$ cat src/rtl/digit_stroke_sequencer_pkg.sv
// Shared types and the glyph table for the digit stroke sequencer.
package stroke_pkg;

  localparam int GRID_W     = 3;
  localparam int N_DIGITS   = 10;
  localparam int GLYPH_PTS  = 8;

  // One glyph-grid point: target position, pen state and end-of-glyph flag.
  typedef struct packed {
    logic [GRID_W-1:0] gx;
    logic [GRID_W-1:0] gy;
    logic              pen;
    logic              last;
  } point_t;

  typedef enum logic [2:0] {
    S_IDLE  = 3'd0,
    S_LOAD  = 3'd1,
    S_ISSUE = 3'd2,
    S_HOME  = 3'd3,
    S_FIN   = 3'd4
  } state_t;

  function automatic point_t pt(input int x, input int y, input int pen, input int last);
    point_t p;
    p.gx   = GRID_W'(x);
    p.gy   = GRID_W'(y);
    p.pen  = (pen != 0);
    p.last = (last != 0);
    return p;
  endfunction

  // Glyph strokes on a 4x5 grid (x 0..3, y 0..4). Unused slots and
  // unknown digits read as a pen-up terminator so the walk always ends.
  function automatic point_t glyph_point(input int unsigned d, input int unsigned i);
    point_t p;
    p = pt(0, 0, 0, 1);
    case (d)
      0: case (i)
           0: p = pt(0,0,0,0); 1: p = pt(3,0,1,0); 2: p = pt(3,4,1,0);
           3: p = pt(0,4,1,0); 4: p = pt(0,0,1,1); default: ;
         endcase
      1: case (i)
           0: p = pt(2,0,0,0); 1: p = pt(2,4,1,1); default: ;
         endcase
      2: case (i)
           0: p = pt(0,0,0,0); 1: p = pt(3,0,1,0); 2: p = pt(3,2,1,0);
           3: p = pt(0,2,1,0); 4: p = pt(0,4,1,0); 5: p = pt(3,4,1,1); default: ;
         endcase
      3: case (i)
           0: p = pt(0,0,0,0); 1: p = pt(3,0,1,0); 2: p = pt(3,4,1,0);
           3: p = pt(0,4,1,0); 4: p = pt(0,2,0,0); 5: p = pt(3,2,1,1); default: ;
         endcase
      4: case (i)
           0: p = pt(0,0,0,0); 1: p = pt(0,2,1,0); 2: p = pt(3,2,1,0);
           3: p = pt(3,0,0,0); 4: p = pt(3,4,1,1); default: ;
         endcase
      5: case (i)
           0: p = pt(3,0,0,0); 1: p = pt(0,0,1,0); 2: p = pt(0,2,1,0);
           3: p = pt(3,2,1,0); 4: p = pt(3,4,1,0); 5: p = pt(0,4,1,1); default: ;
         endcase
      6: case (i)
           0: p = pt(3,0,0,0); 1: p = pt(0,0,1,0); 2: p = pt(0,4,1,0);
           3: p = pt(3,4,1,0); 4: p = pt(3,2,1,0); 5: p = pt(0,2,1,1); default: ;
         endcase
      7: case (i)
           0: p = pt(0,0,0,0); 1: p = pt(3,0,1,0); 2: p = pt(1,4,1,1); default: ;
         endcase
      8: case (i)
           0: p = pt(0,0,0,0); 1: p = pt(3,0,1,0); 2: p = pt(3,4,1,0); 3: p = pt(0,4,1,0);
           4: p = pt(0,0,1,0); 5: p = pt(0,2,0,0); 6: p = pt(3,2,1,1); default: ;
         endcase
      9: case (i)
           0: p = pt(3,2,0,0); 1: p = pt(0,2,1,0); 2: p = pt(0,0,1,0);
           3: p = pt(3,0,1,0); 4: p = pt(3,4,1,1); default: ;
         endcase
      default: ;
    endcase
    return p;
  endfunction

endpackage

$ cat src/rtl/digit_stroke_sequencer_if.sv
// Stroke channel from the sequencer to the motion controller.
// Handshake: a stroke transfers on a clk edge where stroke_valid and
// stroke_ready are both high; while valid is high and ready is low every
// stroke field holds steady, and valid never drops without a transfer.
interface digit_stroke_sequencer_if #(parameter int COORD_W = 8);
  logic               stroke_valid;
  logic               stroke_ready;
  logic [COORD_W-1:0] start_x;
  logic [COORD_W-1:0] start_y;
  logic [COORD_W-1:0] end_x;
  logic [COORD_W-1:0] end_y;
  logic               pen_down;

  modport master (output stroke_valid, start_x, start_y, end_x, end_y, pen_down,
                  input  stroke_ready);
  modport slave  (input  stroke_valid, start_x, start_y, end_x, end_y, pen_down,
                  output stroke_ready);
endinterface

$ cat src/rtl/digit_point_rom.sv
// Combinational glyph lookup: (digit, point index) -> grid point.
module digit_point_rom
  import stroke_pkg::*;
#(
  parameter int IDX_W = 3
) (
  input  logic [3:0]       digit,
  input  logic [IDX_W-1:0] idx,
  output point_t           pt_o
);

  // Table read; out-of-range digits fall through to the terminator entry.
  always_comb begin
    pt_o = glyph_point(32'(digit), 32'(idx));
  end

endmodule

$ cat src/rtl/digit_stroke_sequencer.sv
// Walks one digit's glyph table, scaling and offsetting each point, and
// emits strokes over a valid/ready channel, finishing with a pen-up home move.
module digit_stroke_sequencer
  import stroke_pkg::*;
#(
  parameter int COORD_W     = 8,
  parameter int MAX_PTS     = 8,
  parameter int SCALE_SHIFT = 4
) (
  input  logic               clk,
  input  logic               rst_n,
  input  logic               start,
  input  logic [3:0]         digit,
  input  logic [COORD_W-1:0] org_x,
  input  logic [COORD_W-1:0] org_y,
  input  logic               abort,
  output logic               busy,
  output logic               done,
  output logic               err,
  output state_t             state_o,
  digit_stroke_sequencer_if.master stroke
);

  localparam int IDX_W = $clog2(MAX_PTS);

  state_t             state_q, state_d;
  logic [3:0]         digit_q, digit_d;
  logic [COORD_W-1:0] org_x_q, org_x_d, org_y_q, org_y_d;
  logic [IDX_W-1:0]   idx_q, idx_d;
  logic [COORD_W-1:0] cur_x_q, cur_x_d, cur_y_q, cur_y_d;
  logic [COORD_W-1:0] end_x_q, end_x_d, end_y_q, end_y_d;
  logic               pen_q, pen_d, last_q, last_d;
  logic               abort_pend_q, abort_pend_d;
  logic               err_q, err_d;
  logic               valid_w, xfer_w;
  point_t             rom_pt;

  // Grid-to-plotter mapping with one guard bit so overflow clamps to full scale.
  function automatic logic [COORD_W-1:0] scale_sat(input logic [COORD_W-1:0] org,
                                                   input logic [GRID_W-1:0] g);
    logic [COORD_W:0] sum;
    sum = {1'b0, org} + ((COORD_W+1)'(g) << SCALE_SHIFT);
    return sum[COORD_W] ? '1 : sum[COORD_W-1:0];
  endfunction

  digit_point_rom #(.IDX_W(IDX_W)) u_rom (
    .digit (digit_q),
    .idx   (idx_q),
    .pt_o  (rom_pt)
  );

  assign valid_w = (state_q == S_ISSUE) || (state_q == S_HOME);
  assign xfer_w  = valid_w && stroke.stroke_ready;

  // Next-state and datapath updates for the stroke walk.
  always_comb begin
    state_d      = state_q;
    digit_d      = digit_q;
    org_x_d      = org_x_q;
    org_y_d      = org_y_q;
    idx_d        = idx_q;
    cur_x_d      = cur_x_q;
    cur_y_d      = cur_y_q;
    end_x_d      = end_x_q;
    end_y_d      = end_y_q;
    pen_d        = pen_q;
    last_d       = last_q;
    abort_pend_d = abort_pend_q | ((state_q != S_IDLE) & abort);
    err_d        = 1'b0;
    case (state_q)
      S_IDLE: begin
        if (start) begin
          if (digit <= 4'(N_DIGITS - 1)) begin
            digit_d = digit;
            org_x_d = org_x;
            org_y_d = org_y;
            idx_d   = '0;
            state_d = S_LOAD;
          end else begin
            err_d = 1'b1;
          end
        end
      end
      S_LOAD: begin
        end_x_d = scale_sat(org_x_q, rom_pt.gx);
        end_y_d = scale_sat(org_y_q, rom_pt.gy);
        pen_d   = rom_pt.pen;
        last_d  = rom_pt.last;
        state_d = (abort || abort_pend_q) ? S_HOME : S_ISSUE;
      end
      S_ISSUE: begin
        if (xfer_w) begin
          cur_x_d = end_x_q;
          cur_y_d = end_y_q;
          if (last_q || abort_pend_q || abort) begin
            state_d = S_HOME;
          end else begin
            idx_d   = idx_q + IDX_W'(1);
            state_d = S_LOAD;
          end
        end
      end
      S_HOME: begin
        if (xfer_w) begin
          cur_x_d = '0;
          cur_y_d = '0;
          state_d = S_FIN;
        end
      end
      S_FIN: begin
        abort_pend_d = 1'b0;
        state_d      = S_IDLE;
      end
      default: state_d = S_IDLE;
    endcase
  end

  // State and datapath registers with synchronous active-low reset.
  always_ff @(posedge clk) begin
    if (!rst_n) begin
      state_q      <= S_IDLE;
      digit_q      <= '0;
      org_x_q      <= '0;
      org_y_q      <= '0;
      idx_q        <= '0;
      cur_x_q      <= '0;
      cur_y_q      <= '0;
      end_x_q      <= '0;
      end_y_q      <= '0;
      pen_q        <= 1'b0;
      last_q       <= 1'b0;
      abort_pend_q <= 1'b0;
      err_q        <= 1'b0;
    end else begin
      state_q      <= state_d;
      digit_q      <= digit_d;
      org_x_q      <= org_x_d;
      org_y_q      <= org_y_d;
      idx_q        <= idx_d;
      cur_x_q      <= cur_x_d;
      cur_y_q      <= cur_y_d;
      end_x_q      <= end_x_d;
      end_y_q      <= end_y_d;
      pen_q        <= pen_d;
      last_q       <= last_d;
      abort_pend_q <= abort_pend_d;
      err_q        <= err_d;
    end
  end

  // Stroke fields come straight from registers, so they hold while stalled.
  always_comb begin
    stroke.stroke_valid = valid_w;
    stroke.start_x      = valid_w ? cur_x_q : '0;
    stroke.start_y      = valid_w ? cur_y_q : '0;
    stroke.end_x        = (state_q == S_ISSUE) ? end_x_q : '0;
    stroke.end_y        = (state_q == S_ISSUE) ? end_y_q : '0;
    stroke.pen_down     = (state_q == S_ISSUE) && pen_q;
  end

  assign busy    = (state_q != S_IDLE);
  assign done    = (state_q == S_FIN);
  assign err     = err_q;
  assign state_o = state_q;

endmodule

$ cat src/flat_wrapper.sv
// flat-port wrapper written by rule: the top's interface ports become plain ports
module digit_stroke_sequencer_flat import stroke_pkg::*;
#(
  parameter int COORD_W     = 8,
  parameter int MAX_PTS     = 8,
  parameter int SCALE_SHIFT = 4
)
  (clk, rst_n, start, digit, org_x, org_y, abort, busy, done, err, state_o, stroke_stroke_valid, stroke_start_x, stroke_start_y, stroke_end_x, stroke_end_y, stroke_pen_down, stroke_stroke_ready);
  digit_stroke_sequencer_if #(.COORD_W(COORD_W)) stroke_i ();
  input  logic clk;
  input  logic rst_n;
  input  logic start;
  input  logic [3:0] digit;
  input  logic [COORD_W-1:0] org_x;
  input  logic [COORD_W-1:0] org_y;
  input  logic abort;
  output logic busy;
  output logic done;
  output logic err;
  output state_t state_o;
  output wire logic [$bits(stroke_i.stroke_valid)-1:0] stroke_stroke_valid;
  output wire logic [$bits(stroke_i.start_x)-1:0] stroke_start_x;
  output wire logic [$bits(stroke_i.start_y)-1:0] stroke_start_y;
  output wire logic [$bits(stroke_i.end_x)-1:0] stroke_end_x;
  output wire logic [$bits(stroke_i.end_y)-1:0] stroke_end_y;
  output wire logic [$bits(stroke_i.pen_down)-1:0] stroke_pen_down;
  input wire logic [$bits(stroke_i.stroke_ready)-1:0] stroke_stroke_ready;
  assign stroke_stroke_valid = stroke_i.stroke_valid;
  assign stroke_start_x = stroke_i.start_x;
  assign stroke_start_y = stroke_i.start_y;
  assign stroke_end_x = stroke_i.end_x;
  assign stroke_end_y = stroke_i.end_y;
  assign stroke_pen_down = stroke_i.pen_down;
  assign stroke_i.stroke_ready = stroke_stroke_ready;
  digit_stroke_sequencer #(.COORD_W(COORD_W), .MAX_PTS(MAX_PTS), .SCALE_SHIFT(SCALE_SHIFT)) u_core (.clk(clk), .rst_n(rst_n), .start(start), .digit(digit), .org_x(org_x), .org_y(org_y), .abort(abort), .busy(busy), .done(done), .err(err), .state_o(state_o), .stroke(stroke_i));
endmodule
$ cat config.mk
export PLATFORM = sky130hd
export DESIGN_NAME = digit_stroke_sequencer_flat
export DESIGN_NICKNAME = d
export VERILOG_FILES = /design/src/rtl/digit_stroke_sequencer_pkg.sv /design/src/rtl/digit_stroke_sequencer_if.sv /design/src/rtl/digit_point_rom.sv /design/src/rtl/digit_stroke_sequencer.sv /design/src/flat_wrapper.sv
export SDC_FILE = /design/constraint.sdc
export NUM_CORES = 1
export LEC_CHECK = 0
export ABC_AREA = 1
export BUFFER_PORTS_ARGS = -buffer_cell sky130_fd_sc_hd__buf_2
export CORE_UTILIZATION = 40
export DETAILED_ROUTE_END_ITERATION = 10
export SYNTH_ARGS = -nofsm -noshare
export SYNTH_HDL_FRONTEND = slang
export SYNTH_SLANG_ARGS = --single-unit
$ cat constraint.sdc
create_clock -name clk -period 4.3 [get_ports clk]
set_clock_uncertainty 0.05 [all_clocks]
set_input_delay 0.86 -clock clk [delete_from_list [all_inputs] [get_ports clk]]
set_output_delay 0.86 -clock clk [all_outputs]
set_load 0.03 [all_outputs]
==> results of run 1 <==
Yosys cell counts, types with 4 or more instances:
library cell	instances
o21ai_1	7
ha_1	9
dfxtp_1	62
nand2_1	89
buf_6	4
nor3_1	8
nor2_4	13
a31oi_1	12
a21oi_1	44
nand3_1	10
o21ai_0	42
nor2_1	66
clkbuf_1	8
inv_2	9
inv_1	71
stage by stage:
| step | cells | utilization | setup slack [ns] | hold WS [ns] | instance area (um2) |
|---|---|---|---|---|---|
| 2_1_floorplan | 486 | - | 1.63 | 0.379 | 3340 |
| 3_3_place_gp | 635 | 0.468 | 1.47 | 0.396 | 3690 |
| 3_5_place_dp | 635 | 0.468 | 1.47 | 0.402 | 3690 |
| 4_1_cts | 651 | 0.490 | 1.08 | 0.414 | 3860 |
| 5_1_grt | 651 | 0.490 | 0.889 | 0.437 | 3860 |
| 6_report | 651 | 0.490 | 1.10 | 0.409 | 3860 |
area by class of cell:
cell class              instances  area [um2]
fillers                       811        4030
inverters                      81         304
repair buffers                 64         320
well taps                     102         128
clock inverters                 7        48.8
clock buffers                   9         124
multi-input cells             326        1700
flip-flops and latches         62        1240
power groups by stage:
stage | Clock, mW | Combinational [mW] | Sequential [mW]
6_report | 0.469 | 0.755 | 0.770
5_1_grt | 0.497 | 0.855 | 0.787
4_1_cts | 0.476 | 0.758 | 0.770
3_5_place_dp | 0 | 0.754 | 0.782
3_3_place_gp | 0 | 0.753 | 0.778
2_1_floorplan | 0 | 0.594 | 0.786
flip-flops by register name, summed over array words and instances, names as in the netlist:
register,flops
u_core.idx_q,3
u_core.end_x_q,8
u_core.cur_y_q,8
u_core.last_q,1
u_core.err,1
u_core.digit_q,4
u_core.state_o,3
u_core.cur_x_q,8
u_core.org_x_q,8
u_core.pen_q,1
u_core.abort_pend_q,1
u_core.end_y_q,8
u_core.org_y_q,8
per-layer routing:
layer | vias to the layer above | global-route usage | part of all wire
met5 | - | 0 | 0
met4 | 0 | 0.0795 | 0.018
met3 | 15 | 0.0390 | 0.051
met2 | 100 | 0.316 | 0.42
met1 | 1452 | 0.281 | 0.51
li1 | 1674 | - | -
path summary, 6_finish.rpt:
check                                       from                              to  slack, ns  cells past startpoint
setup / recovery  u_core.state_o[1]$_SDFFE_PN0P_                 stroke_end_x[7]       1.10                      5
hold / removal    u_core.org_x_q[0]$_SDFFE_PN0P_  u_core.org_x_q[0]$_SDFFE_PN0P_       0.41                      2
setup reg to reg    u_core.idx_q[0]$_SDFFE_PN0P_  u_core.end_x_q[5]$_SDFFE_PN0N_       1.47                     14
hold reg to reg   u_core.org_x_q[0]$_SDFFE_PN0P_  u_core.org_x_q[0]$_SDFFE_PN0P_       0.41                      2
critical path, delay by kind of cell, from the launching register on:
family,cells,cell delay (ns)
flip-flops,1,0.40
buffers and inverters,2,0.36
AND/OR/NAND/NOR,3,1.18
cell families (layout without fill, tap and decap cells):
family | count (synthesis) | after routing | share of synthesized area
simple gates | 194 | 194 | 0.263
compound gates | 120 | 120 | 0.197
buf+inv | 98 | 161 | 0.121
flops | 62 | 62 | 0.372
fa+ha+maj | 11 | 11 | 0.0457
xor+xnor | 1 | 1 | 0.00262
==> impl_metrics.json, run 1 <==
{
  "async_reset_ff_frac": 0,
  "ys_top_cells_by_area": "dfxtp_1 37%, nand2_1 10%, inv_1 8.0%, nor2_1 7.4%, a21oi_1 6.6%",
  "layout_commonest_cell": "nand2_1",
  "cts_made_buffers": 9,
  "fp.dieH_um": 93.4,
  "post_cts_resized": 0,
  "cp.required_ns": 3.39,
  "power_mw": 1.99,
  "via_per_inst": 4.98,
  "endpoint_kind": "primary output",
  "crit_type": "reg2out",
  "vias": 3241,
  "h-tree-depth": 3,
  "detail_route.wl_per_cell_um": 12.9,
  "core_um2": 7890,
  "diodes": 0,
  "first_global_vias": 2993,
  "fin_tns_setup_ns": 0,
  "status": "finished, final reports clean",
  "synth-seq-cells": 62,
  "dp_hpwl_mm": 6.15,
  "detail-route-antenna-nets": 0,
  "cts.clk_slew.worst_paths_ns": 0.08,
  "hold_viol_final": 0,
  "antenna_found_initial": 0,
  "grt-ovfl-total": 0,
  "cp-start-kind": "flop",
  "drtIter0Drc": 160,
  "synth_edf_count": 0,
  "fmax_ghz": 0.312,
  "crit_slowest_cell": "nand2_1",
  "nets": 580,
  "synth_flop_cell": "dfxtp_1",
  "cts_buffer_depth": 2,
  "clockPowerShare": 0.235,
  "rsz0062_at_grt": "false",
  "swShare": 0.438,
  "p_int_mw": 1.12,
  "grt_pass1_wl_mm": 14.0,
  "grt_max_degree": 37,
  "seq_power_share": 0.386,
  "rows": 32,
  "slew_headroom": 0.243,
  "peakVddDrop_v": 0.000223,
  "hold_buffers": 0,
  "die_area_um2": 8720,
  "drc": 0,
  "place_congestion": 1.06,
  "track_usage": 0.205,
  "layout-drive-gt1-share": 0.200,
  "synth_area_per_cell_um2": 6.87,
  "syn_area_um2": 3340,
  "hp-class": "reg2reg",
  "power.switching_mw": 0.873,
  "worstSkewPairLatency_ns": 0.35,
  "ys_seq_area_frac": 0.372,
  "p_leak_nw": 1.68,
  "die_x_um": 93.4,
  "yosys_warnings": 0,
  "clock-sinks": 62,
  "io_buffers": 64,
  "worstPathCellList": "inv_1, nor2_4, nand2_1, nor2_1, buf_2",
  "path_max_fanout": 20,
  "yosysTopAreaCell": "dfxtp_1",
  "ys_types": 37,
  "postCtsSetupRepairBufs": 0,
  "root_buffer": "clkbuf_8",
  "cap_viol_max_count": 0,
  "power.share.combinational": 0.379,
  "finalCritPeriodShare": 0.744,
  "layout_common_cells": "89 x nand2_1, 71 x inv_1, 66 x nor2_1",
  "tightestPinTransition_ns": 1.13,
  "pin_count": 65,
  "max_stage_delay_ns": 0.62,
  "synth_fp_nets": 522,
  "dr.pass1.iters": 5,
  "finalCriticalPeriod_ns": 3.20,
  "wl_mm": 8.39,
  "netlist_instances": 486,
  "yosys.area.top_type_share": 0.372,
  "maxSlewViolCount": 0,
  "setup_viol": 0,
  "power.density_nw_per_um2": 516,
  "initial_core_util": 0.424,
  "cts_tree": "yes",
  "syn2layout_area_growth_pct": 15.6,
  "crit_arrival_ns": 2.29
}
Note: power is estimated with default switching activity, not from simulation.
==> run 2, diff against run 1 <==
- clock period: 4.3 -> 3 ns (I/O delays scaled with it)
==> run 2 against run 1 <==
Global-route usage rose by 0.68 points. Setup slack got worse by 0.86 ns. Sequential power rose by 43%. Non-clock buffer count rose by 2. Critical path type is now reg2reg. Largest cell class unchanged.
==> impl_metrics.json, run 2 (same netlist as run 1, synthesis figures left out) <==
{
  "crit_arrival_ns": 2.92,
  "status": "finished, final reports clean",
  "startpoint": "u_core.idx_q[0]$_SDFFE_PN0P_",
  "grt-ovfl-total": 0,
  "rr_startpoint": "u_core.idx_q[0]$_SDFFE_PN0P_",
  "cp-start-kind": "flop",
  "hp-class": "reg2reg",
  "first_global_vias": 2966,
  "seqCellArea_um2": 1240,
  "fmax_ghz": 0.362,
  "grtUsageMet2": 0.314,
  "initial_core_util": 0.424,
  "max_stage_delay_ns": 0.40,
  "vias": 3186,
  "maxSlewViolCount": 0,
  "io_buffers": 64,
  "utilization": 0.497,
  "endpoint_kind": "flop",
  "p_leak_nw": 1.69,
  "dp_hpwl_mm": 6.44,
  "power.density_nw_per_um2": 752,
  "top_usage_layer": "met2",
  "worstSkewPairLatency_ns": 0.34,
  "peakVddDrop_v": 0.000277,
  "layout_commonest_cell": "nand2_1",
  "nets": 582,
  "slew_headroom": 0.566,
  "fill_cells": 823,
  "cts_made_buffers": 9,
  "hp-start": "u_core.org_x_q[0]$_SDFFE_PN0P_",
  "crit_type": "reg2reg",
  "dr.pass1.iters": 4,
  "timing.final.ws_setup_ns": 0.237,
  "multi_input_area_um2": 1710,
  "diodes": 0,
  "cp.required_ns": 3.15,
  "grt_max_degree": 37,
  "fp.dieH_um": 93.4,
  "instances_no_fill": 653,
  "core_um2": 7890,
  "tightestPinTransition_ns": 0.645,
  "detail-route-antenna-nets": 0,
  "dp.cells": 637,
  "clock-sinks": 62,
  "worstPathCellList": "inv_1, ha_1, nand2_2, inv_2, nor2_4, nand2_1, nand2_1, inv_1, nor3_2, nand2_1, nor2_2, inv_2, ha_1, a21oi_1, nor2_1, o221ai_2, a21oi_1",
  "die_x_um": 93.4,
  "fin_tns_setup_ns": 0,
  "finalCriticalPeriod_ns": 2.76,
  "crit_slowest_cell": "dfxtp_1",
  "drc": 0,
  "rsz0062_at_grt": "false",
  "setup_viol": 0,
  "drtIter0Drc": 161,
  "h-tree-depth": 3,
  "root_buffer": "clkbuf_8",
  "cts_tree": "yes",
  "detail_route.wl_per_cell_um": 13.2,
  "finalCritPeriodShare": 0.921,
  "track_usage": 0.211,
  "hold_viol_final": 0,
  "syn2layout_area_growth_pct": 17.2,
  "cts_buffer_depth": 2,
  "postCtsSetupRepairBufs": 0,
  "via_per_inst": 4.88,
  "wl_mm": 8.62,
  "holdWs_ns": 0.410,
  "gr-usage-met3": 0.0398,
  "die_area_um2": 8720,
  "critPathMostFrequentCell": "nand2_1",
  "pre_cts_slack_ns": 0.217,
  "gr-usage-met1": 0.306,
  "rows": 32,
  "layout_common_cells": "89 x nand2_1, 71 x inv_1, 66 x nor2_1",
  "pin_count": 65,
  "cts.clk_slew.worst_paths_ns": 0.08,
  "cap_viol_max_count": 0,
  "layout-drive-gt1-share": 0.211,
  "antenna_found_initial": 0,
  "grt_pass1_wl_mm": 14.4,
  "path_max_fanout": 5,
  "place_congestion": 0.906
}
## run 2: metrics by stage
stage	area (um2)	power, mW
final	3920	2.95
after global routing	3920	3.17
after CTS	3900	2.96
after detailed placement	3700	2.21
after global placement	3700	2.21
after floorplan	3340	1.98
## run 2: final timing paths
path / endpoint / slack (ns) / cells after the start
hold / removal: u_core.org_x_q[0]$_SDFFE_PN0P_ / 0.41 / 2
setup reg to reg: u_core.end_x_q[7]$_SDFFE_PN0N_ / 0.24 / 17
setup / recovery: u_core.end_x_q[7]$_SDFFE_PN0N_ / 0.24 / 17
hold reg to reg: u_core.org_x_q[0]$_SDFFE_PN0P_ / 0.41 / 2
## run 2: cell type report
type,count,share of cell area
inverters,81,0.0776
clock inverters,7,0.0185
multi-input cells,326,0.437
flip-flops and latches,62,0.317
repair buffers,66,0.0856
well taps,102,0.0326
clock buffers,9,0.0316
## run 2: what timing repair did
action / 4_1_cts / 5_1_grt
endpoints found under the setup margin: 0 / 8
hold buffers: 0 / 0
gates resized for setup: 0 / 4
## run 2: report_power, final
group / switching, mW / internal [mW] / leakage [nW] / total (mW)
Clock: 0.361 / 0.385 / 0.0956 / 0.746
Sequential: 0.0981 / 1.00 / 0.506 / 1.10
Combinational: 0.790 / 0.307 / 1.09 / 1.10
## run 2: critical path: cells and delay by family, from the launching register on
kind	cells	cell delay (ns)
fa+ha+maj	2	0.53
buf+inv	4	0.26
simple gates	8	0.89
flops	1	0.40
compound gates	3	0.50
## run 2: routing by layer
metal / part of all wire / wire length [um]
met1: 0.53 / 4550
met2: 0.42 / 3660
met3: 0.035 / 305
met4: 0.011 / 96
met5: 0 / 0
==> run 3, diff against run 2 <==
- clock period: 3 -> 2.72 ns (I/O delays scaled with it)
==> run 3 against run 2 <==
Die area is the same. Critical path depth shrank 2. Non-clock buffer count grew 13. Maximum frequency grew 8.0%. Register-to-register slack lost 0.08 ns. Global-route usage is essentially flat. Clock power grew 13%. Setup slack lost 0.075 ns. Clock-buffer cell count grew 3. Worst hold slack lost 0.029 ns. Sequential cell count is the same. First-iteration DRC count shrank 6.8%.
==> impl_metrics.json, run 3 (same netlist as run 1, synthesis figures left out) <==
{
  "status": "finished, final reports clean",
  "grt_pass1_wl_mm": 14.3,
  "rrSetupSlack_ns": 0.16,
  "gr-usage-met3": 0.0447,
  "min_to": "u_core.org_x_q[4]$_SDFFE_PN0P_",
  "die_area_um2": 8720,
  "top_usage_layer": "met2",
  "maxSlewViolCount": 0,
  "grtUsageMet2": 0.313,
  "rr_startpoint": "u_core.idx_q[1]$_SDFFE_PN0P_",
  "cts_buffer_depth": 2,
  "placed_cell_area_um2": 3790,
  "crit_arrival_ns": 2.71,
  "track_usage": 0.212,
  "io_buffers": 64,
  "hp-start": "org_x[4]",
  "drc": 0,
  "hold_viol_final": 0,
  "cap_viol_max_count": 0,
  "wl_mm": 8.67,
  "peakVddDrop_v": 0.000383,
  "final_area_um2": 4120,
  "detail-route-antenna-nets": 0,
  "cts_made_buffers": 9,
  "rsz0062_at_grt": "true",
  "tightestPinTransition_ns": 0.570,
  "place_congestion": 0.862,
  "layout_commonest_cell": "nand2_1",
  "detail_route.wl_per_cell_um": 13.0,
  "hold_buffers": 0,
  "antenna_found_initial": 0,
  "cp.required_ns": 2.87,
  "grt-ovfl-total": 0,
  "setup_viol": 0,
  "nets": 595,
  "crit_type": "reg2reg",
  "cts_tree": "yes",
  "root_buffer": "clkbuf_8",
  "power_mw": 3.35,
  "die_x_um": 93.4,
  "syn2layout_area_growth_pct": 23.4,
  "vias": 3238,
  "h-tree-depth": 3,
  "core_um2": 7890,
  "power.density_nw_per_um2": 811,
  "reg2reg_to": "u_core.end_y_q[7]$_SDFFE_PN0N_",
  "timing.final.ws_setup_ns": 0.161,
  "dp.cells": 648,
  "slew_headroom": 0.619,
  "finalCritPeriodShare": 0.941,
  "rows": 32,
  "finalCriticalPeriod_ns": 2.56,
  "fp.dieH_um": 93.4,
  "hp-class": "in2reg",
  "fmax_ghz": 0.391,
  "pre_cts_slack_ns": -0.0421,
  "worstSkewPairLatency_ns": 0.34,
  "via_per_inst": 4.87,
  "pin_count": 65,
  "dp_hpwl_mm": 6.46,
  "clock-sinks": 62,
  "cp-start-kind": "flop",
  "drtIter0Drc": 150,
  "holdPathStages": 3,
  "initial_core_util": 0.424,
  "grt_max_degree": 37,
  "cts.clk_slew.worst_paths_ns": 0.07,
  "reg2reg_depth": 15,
  "first_global_vias": 2928,
  "p_leak_nw": 1.77,
  "layout-drive-gt1-share": 0.261,
  "layout_common_cells": "85 x nand2_1, 68 x inv_1, 64 x buf_2",
  "path_max_fanout": 6,
  "gr-usage-met1": 0.303,
  "diodes": 0,
  "instances_no_fill": 665,
  "endpoint_kind": "flop",
  "dr.pass1.iters": 5
}
## run 3: how the worst max path moves through the flow
| stage | from | depth (start not counted) | endpoint |
|---|---|---|---|
| floorplan | u_core.idx_q[0]$_SDFFE_PN0P_ | 11 | u_core.end_x_q[6]$_SDFFE_PN0N_ |
| global placement | u_core.idx_q[1]$_SDFFE_PN0P_ | 13 | u_core.end_x_q[7]$_SDFFE_PN0N_ |
| detailed placement | u_core.idx_q[1]$_SDFFE_PN0P_ | 13 | u_core.end_x_q[7]$_SDFFE_PN0N_ |
| CTS | u_core.idx_q[0]$_SDFFE_PN0P_ | 17 | u_core.end_x_q[7]$_SDFFE_PN0N_ |
| global route | u_core.idx_q[1]$_SDFFE_PN0P_ | 15 | u_core.end_y_q[7]$_SDFFE_PN0N_ |
| finish | u_core.idx_q[1]$_SDFFE_PN0P_ | 15 | u_core.end_y_q[7]$_SDFFE_PN0N_ |
## run 3: what timing repair did
item | CTS | global route
pin swaps | 1 | 6
setup endpoints to repair | 7 | 16
setup buffers | 1 | 1
gates resized for setup | 5 | 28
cloned | 0 | 0
## run 3: worst max-delay path, cell delays in order (launching register included)
cell and delay [ns]:
dfxtp_4 0.36, buf_4 0.14, ha_4 0.18, o21ai_4 0.24
buf_6 0.14, nand4_1 0.10, nand2_1 0.09, nand2_1 0.05
nand2_1 0.06, nand3_1 0.10, ha_1 0.28, a21o_1 0.19
nor3_1 0.17, a211oi_1 0.08, a21oi_1 0.13, nor2_1 0.05
## run 3: where the power goes
group          internal [mW]  switching [mW]
combinational          0.387           0.899
sequential              1.11           0.109
clock                  0.492           0.351
## run 3: routing by layer
layer / up-vias / share of wire
li1: 1697 / -
met3: 15 / 0.047
met2: 86 / 0.41
met5: - / 0
met1: 1440 / 0.53
met4: 0 / 0.021
## run 3: through the flow
| stage | TNS, ns | hold WS (ns) | util |
|---|---|---|---|
| after floorplan | 0 | 0.379 | - |
| after global placement | 0 | 0.396 | 0.480 |
| after detailed placement | -0.0421 | 0.407 | 0.480 |
| after CTS | 0 | 0.371 | 0.510 |
| after global routing | -0.0213 | 0.375 | 0.523 |
| final | 0 | 0.381 | 0.523 |
## run 3: cell type report
cell class	count	area, um2
clock inverter	3	42.5
timing repair buffer	79	437
fill	837	3760
clock buffer	12	165
tap	102	128
inverter	81	304
sequential	62	1250
multi-input combinational	326	1800
